==> config.mk <==
export PLATFORM = sky130hd
export DESIGN_NAME = mesh_loader
export DESIGN_NICKNAME = d
export VERILOG_FILES = /design/src/rtl/mesh_loader.sv
export SDC_FILE = /design/constraint.sdc
export NUM_CORES = 1
export LEC_CHECK = 0
export ABC_AREA = 1
export CORE_UTILIZATION = 52
export CTS_CLUSTER_SIZE = 20
export DETAILED_ROUTE_END_ITERATION = 12
export PLACE_DENSITY = 0.74
export SLEW_MARGIN = 20
export SYNTH_ARGS = -nofsm -noshare
export SYNTH_HDL_FRONTEND = slang
export SYNTH_SLANG_ARGS = --single-unit
==> constraint.sdc <==
create_clock -name clk -period 2.8 [get_ports clk]
set_input_delay 0.42 -clock clk [delete_from_list [all_inputs] [get_ports clk]]
set_output_delay 0.42 -clock clk [all_outputs]
set_load 0.01 [all_outputs]
==> src/rtl/mesh_loader.sv <==
// Purpose: unpacks a length-framed byte stream into 32-bit LE words, loads ram0, then kicks subsurf and tracks busy.
// Latency: a word is written the cycle after its 4th byte; start follows the last write by one cycle.
// Backpressure: s_ready drops during WRITE, START and both busy-wait states; input stalls are held indefinitely.
module mesh_loader #(
    parameter int ADDR_W    = 9,
    parameter int MAX_WORDS = 512,
    parameter int BUSY_TO   = 16
) (
    input  logic              clk,
    input  logic              rst_n,
    input  logic              s_valid,
    input  logic [7:0]        s_data,
    output logic              s_ready,
    output logic              ram_own,
    output logic              ram_en,
    output logic [3:0]        ram_we,
    output logic [ADDR_W-1:0] ram_a,
    output logic [31:0]       ram_di,
    output logic              start,
    input  logic              busy,
    output logic              done,
    output logic              err
);
    // Word index is one bit wider than the address so a full 512-word frame can count past 511.
    localparam int WI_W = ADDR_W + 1;
    localparam int TO_W = $clog2(BUSY_TO + 1);
    localparam int DR_W = 18;

    typedef enum logic [2:0] {
        S_IDLE, S_HDR1, S_DATA, S_WRITE, S_START, S_WAIT_HI, S_WAIT_LO, S_DRAIN
    } state_t;

    state_t            state_q, state_d;
    logic [15:0]       n_q, n_d;
    logic [WI_W-1:0]   word_q, word_d;
    logic [1:0]        byte_q, byte_d;
    logic [31:0]       asm_q, asm_d;
    logic [DR_W-1:0]   drain_q, drain_d;
    logic [TO_W-1:0]   to_q, to_d;
    logic              own_q, own_d;
    logic              en_q, en_d;
    logic [3:0]        we_q, we_d;
    logic [ADDR_W-1:0] a_q, a_d;
    logic [31:0]       di_q, di_d;
    logic              start_q, start_d;
    logic              done_q, done_d;
    logic              err_q, err_d;
    logic              acc;
    logic [15:0]       hdr_n;

    assign s_ready = (state_q == S_IDLE) || (state_q == S_HDR1) ||
                     (state_q == S_DATA) || (state_q == S_DRAIN);
    assign acc     = s_valid && s_ready;
    assign hdr_n   = {s_data, n_q[7:0]};

    assign ram_own = own_q;
    assign ram_en  = en_q;
    assign ram_we  = we_q;
    assign ram_a   = a_q;
    assign ram_di  = di_q;
    assign start   = start_q;
    assign done    = done_q;
    assign err     = err_q;

    // State and output registers; reset abandons any frame in flight.
    always_ff @(posedge clk or negedge rst_n) begin
        if (!rst_n) begin
            state_q <= S_IDLE;
            n_q     <= '0;
            word_q  <= '0;
            byte_q  <= '0;
            asm_q   <= '0;
            drain_q <= '0;
            to_q    <= '0;
            own_q   <= 1'b1;
            en_q    <= 1'b0;
            we_q    <= '0;
            a_q     <= '0;
            di_q    <= '0;
            start_q <= 1'b0;
            done_q  <= 1'b0;
            err_q   <= 1'b0;
        end else begin
            state_q <= state_d;
            n_q     <= n_d;
            word_q  <= word_d;
            byte_q  <= byte_d;
            asm_q   <= asm_d;
            drain_q <= drain_d;
            to_q    <= to_d;
            own_q   <= own_d;
            en_q    <= en_d;
            we_q    <= we_d;
            a_q     <= a_d;
            di_q    <= di_d;
            start_q <= start_d;
            done_q  <= done_d;
            err_q   <= err_d;
        end
    end

    // Next-state logic; RAM strobes and status pulses default low, address/data hold.
    always_comb begin
        state_d = state_q;
        n_d     = n_q;
        word_d  = word_q;
        byte_d  = byte_q;
        asm_d   = asm_q;
        drain_d = drain_q;
        to_d    = to_q;
        own_d   = own_q;
        en_d    = 1'b0;
        we_d    = 4'h0;
        a_d     = a_q;
        di_d    = di_q;
        start_d = 1'b0;
        done_d  = 1'b0;
        err_d   = 1'b0;
        case (state_q)
            S_IDLE: begin
                if (acc) begin
                    n_d     = {8'h00, s_data};
                    state_d = S_HDR1;
                end
            end
            S_HDR1: begin
                if (acc) begin
                    n_d = hdr_n;
                    if (hdr_n == 16'd0) begin
                        err_d   = 1'b1;
                        state_d = S_IDLE;
                    end else if (hdr_n > 16'(MAX_WORDS)) begin
                        err_d   = 1'b1;
                        drain_d = {hdr_n, 2'b00};
                        state_d = S_DRAIN;
                    end else begin
                        word_d  = '0;
                        byte_d  = '0;
                        state_d = S_DATA;
                    end
                end
            end
            S_DATA: begin
                if (acc) begin
                    asm_d[{byte_q, 3'b000} +: 8] = s_data;
                    if (byte_q == 2'd3) begin
                        // Launch the write straight from the 4th byte so it lands next cycle.
                        en_d    = 1'b1;
                        we_d    = 4'hF;
                        a_d     = word_q[ADDR_W-1:0];
                        di_d    = {s_data, asm_q[23:0]};
                        byte_d  = '0;
                        state_d = S_WRITE;
                    end else begin
                        byte_d = byte_q + 2'd1;
                    end
                end
            end
            S_WRITE: begin
                word_d = word_q + 1'b1;
                if (16'(word_q) == n_q - 16'd1) begin
                    start_d = 1'b1;
                    own_d   = 1'b0;
                    state_d = S_START;
                end else begin
                    state_d = S_DATA;
                end
            end
            S_START: begin
                to_d    = '0;
                state_d = S_WAIT_HI;
            end
            S_WAIT_HI: begin
                if (busy) begin
                    state_d = S_WAIT_LO;
                end else if (to_q == TO_W'(BUSY_TO - 1)) begin
                    err_d   = 1'b1;
                    own_d   = 1'b1;
                    state_d = S_IDLE;
                end else begin
                    to_d = to_q + 1'b1;
                end
            end
            S_WAIT_LO: begin
                if (!busy) begin
                    done_d  = 1'b1;
                    own_d   = 1'b1;
                    state_d = S_IDLE;
                end
            end
            S_DRAIN: begin
                if (acc) begin
                    drain_d = drain_q - 1'b1;
                    if (drain_q == DR_W'(1)) state_d = S_IDLE;
                end
            end
            default: state_d = S_IDLE;
        endcase
    end
endmodule
==> results.toml <==
[detailed_routing]
wl_per_cell_um = 15.5
wl_um = 16900
route.detailed.drc = 0
routed-via-count = 5945
firstDrtPassIters = 5
via_per_inst = 5.45
drt_iter0_drc = 530
ant_nets = 0

[timing]
slew_headroom_pct = 62.7
fmax_mhz = 391
fin_skew_ns = 0.00988
grt_setup_unrepaired = "false"
drv_slew = 0
hold_viol = 0
fin_crit_sh_pct = 91.3
worst_pin_slew_ns = 0.558
finalCriticalPeriod_ns = 2.56
finalWorstSetupSlack_ns = 0.244
finalSetupTns_ns = 0
setup_viol = 0

[yosys]
netlist_instances = 846
synth_top_cell_area_share_pct = 47.0
synthArstFlopShare_pct = 100
synth_nets = 869
yosysWarningCount = 0
netlist_area_sq_um = 6550
synth_edf_count = 0
synth_seq_cells = 124
synth_top_area_cell = "dfrtp_1"
ys.flop_type = "dfrtp_1"
synth_cell_types = 44
syn_avg_cell_area_sq_um = 7.74
ys_seq_area_share_pct = 47.4
ys_top_cells_by_area = "dfrtp_1 (47%), nand2_1 (12%), nand3_1 (6.0%)"

[critical_path]
crit_arrival_ns = 2.14
critPathMaxStageDelay_ns = 0.58
start_kind = "flop"
path_cells = "nand2_1 > nor2_2 > inv_1 > nand3_1 > clkdlybuf4s50_1"
critPathBufInv = 2
crit_family = "buffers and inverters"
slowest_stage = "dfrtp_1"
cp.required_ns = 2.38
r2r-end = "word_q[1]"
critPathKind = "reg -> out"
critical_path.endpoint_type = "primary output"
r2r_setup_slack_ns = 0.47
crit_path_max_fanout = 10
r2r_start = "n_q[0]"
reg2reg_depth = 11

[final_layout]
num_antenna_cells = 0
drive_gt1_share_pct = 9.21
nFillCells = 1032
syn_to_final_growth_pct = 21.1
final_nets = 933
final_core_utilization_pct = 65.2

[floorplanning]
ioPinCount = 63
rows = 40
die_area_sq_um = 13000
coreArea_sq_um = 12200
die_w_um = 114
initial_core_util_pct = 53.8
dieHeight_um = 114

[run]
maxCapViolCount = 0

[clocking]
cts_tree = "done"
post-cts-setup-buffer-count = 0
htree_levels = 4
cts_sinks = 124
clockRootBuffer = "clkbuf_16"
clock_path_buffers = 2
cts_made_buffers = 17
cts.clk_slew.worst_paths_ns = 0.06
clk_latency_ns = 0.43
cts-resized-gates = 0
hold_buffers = 1

[global_routing]
antenna_found_initial = 0
grt_pass1_vias = 5824
grt_pass1_wl_um = 28200
grt_max_degree = 76
overflow = 0
grt_usage_pct = 28.0

[place]
io_buffers = 62
pre_cts_ws_ns = 0.347
hpwlAfterDp_um = 11800
gp_congestion = 0.890

[min_path]
hp-class = "in -> async"

[power_and_ir_drop]
leakagePower_nw = 3.70
vdd_drop_max_uv = 558
p_per_area_nw_per_um2 = 1210

[run_status]
status = "finished, final reports clean"
-- synthesized netlist by cell type, types with 2 or more instances --
cell type  count
nand2_1      202
dfrtp_1      123
inv_1        102
nand3_1       78
o21ai_0       78
nor2_1        75
o21ai_1       31
a21oi_1       19
clkbuf_1      14
nor2_2        14
ha_1          11
nor3_1        10
xor2_1         8
buf_2          7
buf_4          7
o22ai_1        7
inv_2          5
nand2_2        5
nand4_1        5
xnor2_1        5
a31oi_1        4
nor2_4         4
nor4_1         4
o31ai_1        4
or2_2          3
buf_6          2
nor3b_1        2
-- final cells by class --
| class | instances | area (sq um) | area share, % |
|---|---|---|---|
| clock buffer | 19 | 433 | 5.46 |
| timing repair buffer | 76 | 738 | 9.31 |
| clock inverter | 13 | 166 | 2.10 |
| inverter | 108 | 408 | 5.15 |
| tap | 168 | 210 | 2.65 |
| sequential | 124 | 3100 | 39.2 |
| multi-input combinational | 583 | 2870 | 36.2 |
-- kinds of logic (layout without fill, tap and decap cells) --
| kind of cell | Yosys count | in the layout | synth area share [%] |
|---|---|---|---|
| AO/OA/AOI/OAI | 149 | 149 | 12.1 |
| XOR/XNOR | 13 | 13 | 1.74 |
| adder cells (fa/ha/maj) | 11 | 11 | 2.10 |
| buffers and inverters | 139 | 216 | 8.77 |
| flip-flops | 124 | 124 | 47.4 |
| AND/OR/NAND/NOR | 410 | 410 | 27.8 |
-- worst register-to-register path, stage by stage, from the launching register on --
cell and delay, ns:
dfrtp_1 0.41, inv_1 0.20, ha_1 0.30, nand2_2 0.12, nor2_4 0.20, nand4_2 0.15
nand3_1 0.17, o21ai_1 0.12, nor2_2 0.10, nand3_2 0.23, nand2_1 0.15, nand2_1 0.07
-- flip-flops by register name, indices dropped and copies added (netlist names) --
register and count:
asm_q 24, byte_q 2, done 1, drain_q 18, err 1, n_q 16, ram_a 9, ram_di 32
ram_own 1, ram_we 1, start 1, state_q 3, to_q 5, word_q 10
-- routing by layer --
metal  track usage, %  routed length [um]  up-vias  share of wire (%)
met5                0                   0        -                  0
met4             12.4                 468        0                2.8
met3             6.19                1090       46                6.5
met2             44.4                7810      214                 46
met1             37.1                7500     2824                 44
li1                 -                   -     2861                  -
-- worst max path at each step --
stage | end | startpoint | cells past startpoint
detailed placement | word_q[4] | s_data[4] | 9
global route | s_ready | state_q[0] | 5
finish | s_ready | state_q[0] | 5
global placement | word_q[9] | s_data[4] | 9
floorplan | state_q[1] | n_q[0] | 15
CTS | s_ready | state_q[0] | 5
-- placed cells by master (no fill, tap or decap), drive strengths merged, types with 11 or more instances in the layout --
master / n
nand2: 208
dfrtp: 123
inv: 110
o21ai: 109
nor2: 93
nand3: 79
clkdlybuf4s50: 61
a21oi: 20
clkbuf: 19
buf: 14
nor3: 12
ha: 11
-- power by group --
| group | leakage, nW | switching, W | total (W) | internal, W |
|---|---|---|---|---|
| clock | 0.284 | 0.000832 | 0.00224 | 0.00140 |
| combinational | 1.85 | 0.00245 | 0.00408 | 0.00163 |
| sequential | 1.56 | 0.000672 | 0.00325 | 0.00258 |
| total | 3.70 | 0.00395 | 0.00956 | 0.00561 |
-- stage by stage --
stage | instance area, sq um | total power [W] | hold WS, ns | instances
floorplan | 6550 | 0.00581 | 0.124 | 846
global placement | 7320 | 0.00710 | 0.321 | 1058
detailed placement | 7320 | 0.00725 | 0.325 | 1058
CTS | 7930 | 0.00956 | 0.424 | 1091
global route | 7930 | 0.0103 | 0.459 | 1091
finish | 7930 | 0.00956 | 0.419 | 1091
Power figures use the tool's default switching activity.
